**config.mk**
```make
export PLATFORM = sky130hd
export DESIGN_NAME = spi_xfer_arbiter
export DESIGN_NICKNAME = d
export VERILOG_FILES = /design/src/rtl/spi_xfer_arbiter.sv
export SDC_FILE = /design/constraint.sdc
export NUM_CORES = 1
export LEC_CHECK = 0
export BUFFER_PORTS_ARGS = -buffer_cell sky130_fd_sc_hd__buf_2
export CAP_MARGIN = 20
export CORE_MARGIN = 4
export CORE_UTILIZATION = 35
export DETAILED_ROUTE_END_ITERATION = 7
export GPL_ROUTABILITY_DRIVEN = 0
export HOLD_SLACK_MARGIN = 0.08
export SLEW_MARGIN = 0
export SYNTH_ARGS = -nofsm -noshare
export SYNTH_HDL_FRONTEND = slang
export SYNTH_SLANG_ARGS = --single-unit
```
**constraint.sdc**
```tcl
create_clock -name sys_clk -period 6.4 [get_ports sys_clk]
set_input_delay 0.96 -clock sys_clk [delete_from_list [all_inputs] [get_ports sys_clk]]
set_output_delay 0.96 -clock sys_clk [all_outputs]
set_load 0.1 [all_outputs]
```
**src/rtl/spi_xfer_arbiter.sv**
```systemverilog
// Round-robin arbiter and multi-byte transaction sequencer for the spi_master
// byte engine: per grant, writes tx bytes then reads rx bytes under one chip select.
module spi_xfer_arbiter #(
    parameter int unsigned NUM_REQ  = 2,
    parameter int unsigned LEN_W    = 8,
    parameter int unsigned CS_SETUP = 2,
    parameter int unsigned CS_HOLD  = 2,
    parameter int unsigned CS_IDLE  = 2
) (
    input  logic                     sys_clk,
    input  logic                     rst,
    input  logic [NUM_REQ-1:0]       req,
    input  logic [NUM_REQ*LEN_W-1:0] req_tx_len,
    input  logic [NUM_REQ*LEN_W-1:0] req_rx_len,
    input  logic [NUM_REQ*8-1:0]     req_tx_data,
    output logic [NUM_REQ-1:0]       grant,
    output logic [NUM_REQ-1:0]       tx_pop,
    output logic [7:0]               rx_data,
    output logic [NUM_REQ-1:0]       rx_valid,
    output logic [NUM_REQ-1:0]       done,
    output logic                     spi_nCS_ctrl,
    output logic                     spi_wr_req,
    output logic [7:0]               spi_data_in,
    input  logic                     spi_wr_ack,
    input  logic [7:0]               spi_data_out
);

    localparam int unsigned IDX_W = (NUM_REQ > 1) ? $clog2(NUM_REQ) : 1;
    localparam int unsigned MAX_A = (CS_SETUP > CS_HOLD) ? CS_SETUP : CS_HOLD;
    localparam int unsigned MAX_C = (MAX_A > CS_IDLE) ? MAX_A : CS_IDLE;
    localparam int unsigned TMR_W = $clog2(MAX_C + 1);

    localparam logic [IDX_W-1:0] IDX_ONE  = 1;
    localparam logic [IDX_W-1:0] IDX_LAST = IDX_W'(NUM_REQ - 1);
    localparam logic [LEN_W-1:0] LEN_ONE  = 1;
    localparam logic [TMR_W-1:0] TMR_ONE  = 1;

    typedef enum logic [2:0] {
        S_IDLE,
        S_ARB,
        S_SETUP,
        S_LOAD,
        S_WAIT_ACK,
        S_HOLD,
        S_GAP
    } state_t;

    state_t             state_q, state_d;
    logic [IDX_W-1:0]   last_q, last_d;
    logic [IDX_W-1:0]   own_q, own_d;
    logic [NUM_REQ-1:0] grant_q, grant_d;
    logic [NUM_REQ-1:0] tx_pop_q, tx_pop_d;
    logic [NUM_REQ-1:0] rx_valid_q, rx_valid_d;
    logic [NUM_REQ-1:0] done_q, done_d;
    logic [7:0]         rx_data_q, rx_data_d;
    logic               ncs_q, ncs_d;
    logic               wr_req_q, wr_req_d;
    logic [7:0]         data_in_q, data_in_d;
    logic [LEN_W-1:0]   tx_cnt_q, tx_cnt_d;
    logic [LEN_W-1:0]   rx_cnt_q, rx_cnt_d;
    logic               is_read_q, is_read_d;
    logic [TMR_W-1:0]   tmr_q, tmr_d;

    logic               win_found;
    logic [IDX_W-1:0]   win_idx;
    logic [IDX_W-1:0]   cand;
    logic [LEN_W-1:0]   win_tx_len;
    logic [LEN_W-1:0]   win_rx_len;

    function automatic logic [IDX_W-1:0] next_idx(input logic [IDX_W-1:0] i);
        return (i == IDX_LAST) ? '0 : i + IDX_ONE;
    endfunction

    function automatic logic [NUM_REQ-1:0] onehot(input logic [IDX_W-1:0] i);
        logic [NUM_REQ-1:0] v;
        v    = '0;
        v[i] = 1'b1;
        return v;
    endfunction

    // Scan starts one past the previous winner, so the last owner ranks lowest.
    always_comb begin
        win_found = 1'b0;
        win_idx   = '0;
        cand      = next_idx(last_q);
        for (int unsigned k = 0; k < NUM_REQ; k++) begin
            if (!win_found && req[cand]) begin
                win_found = 1'b1;
                win_idx   = cand;
            end
            cand = next_idx(cand);
        end
    end

    assign win_tx_len = req_tx_len[win_idx*LEN_W +: LEN_W];
    assign win_rx_len = req_rx_len[win_idx*LEN_W +: LEN_W];

    always_comb begin
        state_d    = state_q;
        last_d     = last_q;
        own_d      = own_q;
        grant_d    = grant_q;
        tx_pop_d   = '0;
        rx_valid_d = '0;
        done_d     = '0;
        rx_data_d  = rx_data_q;
        ncs_d      = ncs_q;
        wr_req_d   = wr_req_q;
        data_in_d  = data_in_q;
        tx_cnt_d   = tx_cnt_q;
        rx_cnt_d   = rx_cnt_q;
        is_read_d  = is_read_q;
        tmr_d      = tmr_q;

        unique case (state_q)
            S_IDLE: begin
                if (|req) state_d = S_ARB;
            end

            S_ARB: begin
                if (!win_found) begin
                    state_d = S_IDLE;
                end else begin
                    last_d   = win_idx;
                    own_d    = win_idx;
                    tx_cnt_d = win_tx_len;
                    rx_cnt_d = win_rx_len;
                    if (win_tx_len == '0 && win_rx_len == '0) begin
                        done_d  = onehot(win_idx);
                        grant_d = '0;
                        state_d = S_IDLE;
                    end else begin
                        grant_d = onehot(win_idx);
                        ncs_d   = 1'b0;
                        // LOAD itself is the final setup cycle, so SETUP runs CS_SETUP-1 cycles.
                        if (CS_SETUP > 1) begin
                            tmr_d   = TMR_W'(CS_SETUP - 2);
                            state_d = S_SETUP;
                        end else begin
                            state_d = S_LOAD;
                        end
                    end
                end
            end

            S_SETUP: begin
                if (tmr_q == '0) state_d = S_LOAD;
                else             tmr_d   = tmr_q - TMR_ONE;
            end

            S_LOAD: begin
                if (tx_cnt_q != '0) begin
                    data_in_d = req_tx_data[own_q*8 +: 8];
                    tx_pop_d  = onehot(own_q);
                    tx_cnt_d  = tx_cnt_q - LEN_ONE;
                    is_read_d = 1'b0;
                end else begin
                    data_in_d = 8'hFF;
                    if (rx_cnt_q != '0) rx_cnt_d = rx_cnt_q - LEN_ONE;
                    is_read_d = 1'b1;
                end
                wr_req_d = 1'b1;
                state_d  = S_WAIT_ACK;
            end

            S_WAIT_ACK: begin
                if (spi_wr_ack) begin
                    wr_req_d = 1'b0;
                    if (is_read_q) begin
                        rx_data_d  = spi_data_out;
                        rx_valid_d = onehot(own_q);
                    end
                    if (tx_cnt_q != '0 || rx_cnt_q != '0) begin
                        state_d = S_LOAD;
                    end else begin
                        tmr_d   = TMR_W'(CS_HOLD - 1);
                        state_d = S_HOLD;
                    end
                end
            end

            S_HOLD: begin
                if (tmr_q == '0) begin
                    ncs_d   = 1'b1;
                    done_d  = onehot(own_q);
                    grant_d = '0;
                    tmr_d   = TMR_W'(CS_IDLE - 1);
                    state_d = S_GAP;
                end else begin
                    tmr_d = tmr_q - TMR_ONE;
                end
            end

            S_GAP: begin
                if (tmr_q == '0) state_d = S_IDLE;
                else             tmr_d   = tmr_q - TMR_ONE;
            end

            default: state_d = S_IDLE;
        endcase
    end

    always_ff @(posedge sys_clk) begin
        if (rst) begin
            state_q    <= S_IDLE;
            last_q     <= IDX_LAST;
            own_q      <= '0;
            grant_q    <= '0;
            tx_pop_q   <= '0;
            rx_valid_q <= '0;
            done_q     <= '0;
            rx_data_q  <= '0;
            ncs_q      <= 1'b1;
            wr_req_q   <= 1'b0;
            data_in_q  <= 8'hFF;
            tx_cnt_q   <= '0;
            rx_cnt_q   <= '0;
            is_read_q  <= 1'b0;
            tmr_q      <= '0;
        end else begin
            state_q    <= state_d;
            last_q     <= last_d;
            own_q      <= own_d;
            grant_q    <= grant_d;
            tx_pop_q   <= tx_pop_d;
            rx_valid_q <= rx_valid_d;
            done_q     <= done_d;
            rx_data_q  <= rx_data_d;
            ncs_q      <= ncs_d;
            wr_req_q   <= wr_req_d;
            data_in_q  <= data_in_d;
            tx_cnt_q   <= tx_cnt_d;
            rx_cnt_q   <= rx_cnt_d;
            is_read_q  <= is_read_d;
            tmr_q      <= tmr_d;
        end
    end

    assign grant        = grant_q;
    assign tx_pop       = tx_pop_q;
    assign rx_valid     = rx_valid_q;
    assign done         = done_q;
    assign rx_data      = rx_data_q;
    assign spi_nCS_ctrl = ncs_q;
    assign spi_wr_req   = wr_req_q;
    assign spi_data_in  = data_in_q;

endmodule

```
Word level (Yosys, flattened, before mapping)
Cells that the tools add are included.
{"block": "classes", "add_sub_neg": 5, "magnitude_cmp": 6, "eq_ne": 18, "n_shift": 3, "muxes": 53, "bitwise_logic": 5, "reduce_logical": 29}
{"operator": "$mux W8", "n": 6}
{"operator": "$shiftx A16 B5 Y8", "n": 3}
{"operator": "$pmux W8 S2", "n": 2}
{"operator": "$mux W2", "n": 14}
{"operator": "$ne A2 B2 Y1 const B", "n": 12}
{"operator": "$pmux W3 S7", "n": 1}
{"operator": "$mux W3", "n": 6}
{"operator": "$mux W1", "n": 17}
{"operator": "$logic_not A8 Y1", "n": 2}
{"operator": "$reduce_bool A8 Y1", "n": 2}
{"operator": "$sub A8 B1 Y8 const B", "n": 2}
{"operator": "$eq A3 B3 Y1 const B", "n": 3}
{"operator": "$reduce_and A3 Y1", "n": 3}
{"operator": "$lt A1 B2 Y1 const B", "n": 4}
{"operator": "$pmux W2 S2", "n": 2}
{"operator": "$pmux W2 S4", "n": 1}
{"operator": "$reduce_and A4 Y1", "n": 2}
{"operator": "$eq A3 B2 Y1 const B", "n": 2}
{"operator": "$reduce_and A6 Y1", "n": 1}
{"operator": "$reduce_bool A2 Y1", "n": 3}
{"operator": "$not A1 Y1", "n": 5}
{"operator": "$reduce_and A5 Y1", "n": 1}
{"operator": "$logic_and A1 B1 Y1", "n": 4}
{"operator": "$pmux W1 S2", "n": 2}
{"operator": "14 further kinds", "n": 19}
{"block": "totals", "ff_bits": 50, "inputBits": 61, "wordCells": 134}

Logic depth before layout (Yosys ltp)
{"block": "depth", "word_depth": 15, "mapped_depth": 8, "depth_no_buf": 7}

Worst setup path before layout
No wires, ideal clock.
{"block": "synth_path", "path_type": "input-to-reg", "from": "input req_rx_len[2]", "to": "register tmr_q[0]", "arrival_time_ns": 2.247, "required_ns": 6.279, "setup_slack_ns": 4.032, "cell_stages": 5, "path_buffers": 0, "path_cell_list": "nor4_1 -> nand4_1 -> mux2_2 -> o311a_2 -> mux2_2"}
{"block": "synth_between", "elab_chain_cells": 5}
{"item": "start: declaration", "line": "14", "source": "input logic [NUM_REQ*LEN_W-1:0] req_rx_len,"}
{"item": "$shiftx A16 B5 Y8", "line": "96", "source": "assign win_rx_len = req_rx_len[win_idx*LEN_W +: LEN_W];"}
{"item": "$logic_not A8 Y1", "line": "128", "source": "if (win_tx_len == '0 && win_rx_len == '0) begin"}
{"item": "$logic_and A1 B1 Y1", "line": "128"}
{"item": "$ne A2 B2 Y1 (no source line)"}
{"item": "$reduce_and A6 Y1 (no source line)"}
{"item": "end signal: assignment", "line": "235", "source": "tmr_q <= tmr_d;"}
{"item": "end: declaration", "line": "62", "source": "logic [TMR_W-1:0] tmr_q, tmr_d;"}
No other way between the ends.
A chain may end at the register's enable or synchronous reset.

Final worst setup path
{"block": "layout_path", "from": "register state_q[1]", "to": "register data_in_q[3], in the netlist spi_data_in[3]"}
{"block": "layout_between", "elab_chain_cells": 1}
{"item": "start: declaration", "line": "48", "source": "state_t state_q, state_d;"}
{"item": "start signal: assignment", "line": "221", "source": "state_q <= state_d;"}
{"item": "$eq A3 B2 Y1", "line": "115", "source": "unique case (state_q)"}
{"item": "end signal: assignment", "line": "231", "source": "data_in_q <= data_in_d;"}
{"item": "end: declaration", "line": "58", "source": "logic [7:0] data_in_q, data_in_d;"}
No other way between the ends.

==> key figures <==
Run status
  – Outcome: finished clean

Setup path
  – Critical path capture point type: flop
  – Worst path required time: approximately 6.6 ns
  – Start of the worst register-to-register path: state_q[1]$_SDFFE_PP0P_
  – FF-to-FF path depth: 4
  – Reg-to-Reg End: spi_data_in[3]$_SDFFE_PP1P_
  – Max FO, Critical Path: 28
  – Arr. time, crit path: 3.03 ns
  – CP Class: reg2reg
  – CP startpoint kind: flop
  – Reg2Reg Setup Slack: 3.57 ns

Clock tree
  – CTS max path bufs: 2
  – Resize count post-CTS: 0
  – Clk sinks: 50
  – Cts bufs inserted: 5
  – Clock-pin transition on the worst setup and hold timing paths: 0.10 ns
  – CTS tree: yes
  – Hold Buf Count CTS: 0
  – Post-CTS Setup Bufs: 0
  – H-tree depth: 2
  – Clk Latency, worst-skew pair: ~0.30 ns
  – Clock root cell: clkbuf_8

Synth
  – Synthesis warning total: 0
  – EDFF count, synth: 0
  – Async set-reset flop share out of synthesis: 0%
  – Seq/Total Area, Yosys: 35.8%
  – Net Count, Synth: 399
  – Post-Syn Area: ~2800 um2
  – Synth Flop Type: dfxtp_1
  – Cell variety after synth: between 40 and 50
  – Syn Inst Count: approximately 330
  – Flops & latches, synth: 50
  – Syn avg cell area: 8.42 um2

Worst hold path
  – Hold Crit Endpoint: spi_nCS_ctrl$_SDFFE_PP1P_
  – Hold Crit Depth: 1
  – Hold Path Origin: spi_nCS_ctrl$_SDFFE_PP1P_
  – Hold Crit Class: reg2reg

Timing
  – Worst rel slew slack: 40.3%
  – Hold Violations, Final: 0
  – Fin. max-slew vios: 0
  – Setup TNS: 0 ns
  – Unrepaired setup endpoints after global routing: false
  – Fmax: 0.353 GHz
  – Final period util: between 40% and 50%
  – Slew @ Worst Pin: 0.896 ns
  – Fin crit period: 2.83 ns
  – Setup-failing EPs final: 0
  – Final Skew: 0.00610 ns

Power and ir drop
  – Pwr/cell area: 215 nW/um2
  – Max VDD drop: 0.0000875 V
  – Leakage: 1.44 nW
  – Power Internal: 474 uW
  – Reg power frac: 48.2%
  – Psw: 242 uW
  – Switch share: between 30% and 40%
  – Gate power share: roughly 25%
  – Clock power share: between 20% and 30%

Cells and area
  – Filler Cells Inserted: 813
  – Post-layout net count: 472
  – Final core occ: 42.9%
  – Area grow syn2layout: 19.1%
  – Final Cell Area: between 3000 and 4000 um2
  – # diodes: 0
  – Ratio of cells with drive above 1 in the final layout: 28.3%

Global routing
  – Global-route wire length before repair: around 12000 um
  – Met3 GRT Util: 3.73%
  – Initial antenna violation count: 0
  – Met2 Usage GRT: ~24%
  – Total congestion overflow: 0
  – Vias in the first global route: 2621
  – GRT Util Overall: between 15 and 20%
  – Met1 usage: 20.6%
  – Gr busiest metal: met2
  – Largest net degree at the start of global routing: 52

Die
  – Chip width: 97.4 um
  – Die height: ~97 um
  – Die Area: 9480 um2
  – CORE AREA: between 7000 and 8000 um2
  – Row count: 32
  – IO Pins: 87
  – Initial Utilization: 36.0%

Route
  – DRT iter0 DRCs: 166
  – Pre-antenna DRT Iters: 5
  – Routed WL: 7360 um
  – Vias: 2775
  – DRC violations left: 0
  – DR WL/cell: 14.5 um
  – Detail Route Antenna Nets: 0
  – Vias per inst: 5.46

Placed design
  – Number of port buffers: 86
  – Placed inst area: 3220 um2
  – DP HPWL: around 5500 um

Run
  – Max-cap viol count: 0
[sequential cells by signal, summed over array words and instances, names as in the netlist]
register,count
spi_data_in,8
is_read_q,1
rx_cnt_q,8
tmr_q,2
spi_wr_req,1
grant,2
rx_data,8
last_q,1
done,2
state_q,3
spi_nCS_ctrl,1
tx_pop,2
own_q,1
tx_cnt_q,8
rx_valid,2
[power by group through the flow]
| stage | Clock [mW] | Combinational, mW | Sequential [mW] |
|---|---|---|---|
| after global routing | 0.209 | 0.197 | 0.347 |
| after global placement | 0 | 0.174 | 0.351 |
| final | 0.193 | 0.178 | 0.344 |
| after floorplan | 0 | 0.117 | 0.362 |
| after detailed placement | 0 | 0.176 | 0.351 |
| after CTS | 0.199 | 0.177 | 0.344 |
[worst max path at each step]
stage | startpoint | end | slack [ns] | depth (start not counted)
final | state_q[1]$_SDFFE_PP0P_ | spi_data_in[3]$_SDFFE_PP1P_ | 3.57 | 4
after floorplan | req_rx_len[2] | tmr_q[0]$_SDFFE_PP0P_ | 4.03 | 5
after detailed placement | req[1] | rx_cnt_q[6]$_SDFFE_PP0P_ | 3.48 | 6
after global placement | req[1] | tx_cnt_q[6]$_SDFFE_PP0P_ | 3.54 | 6
after global routing | state_q[1]$_SDFFE_PP0P_ | spi_data_in[4]$_SDFFE_PP1P_ | 3.22 | 4
after CTS | state_q[1]$_SDFFE_PP0P_ | spi_data_in[3]$_SDFFE_PP1P_ | 3.57 | 4
[cell families (layout without fill, tap and decap cells)]
family                   after synthesis  in the layout  synth area share, %
AO/OA/AOI/OAI                         82             82                 20.2
XOR/XNOR                               4              4                 1.25
adder cells (fa/ha/maj)                6              6                 2.68
buffers and inverters                 33            107                 6.53
flip-flops                            50             50                 35.8
multiplexers                          29             29                 10.6
AND/OR/NAND/NOR                      128            128                 23.0
[routing by layer]
layer	vias up	routed length, um	part of all wire, %
met1	1289	3440	47
met2	96	3340	45
met5	-	0	0
met3	10	469	6.4
li1	1380	-	-
met4	0	111	1.5
[worst max-delay path: stages (launching register included)]
cell,delay [ns]
dfxtp_1,0.69
and3b_1,0.79
o21ai_0,0.38
or3_1,0.54
o221a_2,0.32
[layout by cell type (no fill, tap or decap), types with 5 or more instances in the layout]
cell and n:
nor3_1 13, a21oi_1 23, nand2_1 23, ha_1 6, nand3_1 15, o21ai_0 17
clkbuf_8 5, buf_2 86, mux2i_1 25, nor2_1 35, o221a_2 8, inv_1 11
dfxtp_1 50, a32oi_1 5, nor4_1 14, or3_1 9
[layout make-up]
cell class | instances | area (um2) | area share [%]
Clock buffer | 6 | 72.6 | 2.18
Multi-Input combinational cell | 249 | 1620 | 48.6
Inverter | 11 | 41.3 | 1.24
Sequential cell | 50 | 1000 | 30.1
Tap cell | 102 | 128 | 3.83
Clock inverter | 2 | 17.5 | 0.526
Timing Repair Buffer | 88 | 453 | 13.6
[cells in the mapped netlist, drive strengths merged (2+ instances only)]
cell type / count / area (um2)
o221a: 8 / 90.1
nor4: 14 / 87.6
dfxtp: 50 / 1000
buf: 5 / 27.5
nand3b: 4 / 30.0
a32oi: 5 / 43.8
xor2: 3 / 26.3
nand3: 15 / 75.1
a21boi: 2 / 15.0
o31ai: 3 / 22.5
a311oi: 2 / 17.5
or3: 9 / 56.3
mux2i: 25 / 250
o21a: 2 / 15.0
and3: 2 / 12.5
a21oi: 23 / 115
a31oi: 4 / 25.0
nand4: 3 / 18.8
ha: 6 / 75.1
o21ai: 17 / 85.1
clkbuf: 17 / 114
or3b: 2 / 17.5
or4: 2 / 15.0
o21bai: 2 / 15.0
nor3: 13 / 65.1
o22ai: 3 / 18.8
nor2: 35 / 131
inv: 11 / 41.3
nor3b: 2 / 15.0
mux2: 4 / 45.0
nand2: 23 / 86.3
[through the flow]
stage | setup WS [ns] | cells | hold WS, ns | total power, mW
5_1_grt | 3.22 | 508 | 0.523 | 0.753
3_3_place_gp | 3.54 | 499 | 0.456 | 0.525
6_report | 3.57 | 508 | 0.485 | 0.715
4_1_cts | 3.57 | 507 | 0.491 | 0.720
2_1_floorplan | 4.03 | 332 | 0.452 | 0.479
3_5_place_dp | 3.48 | 499 | 0.467 | 0.527
(Power assumes the default switching activity.)
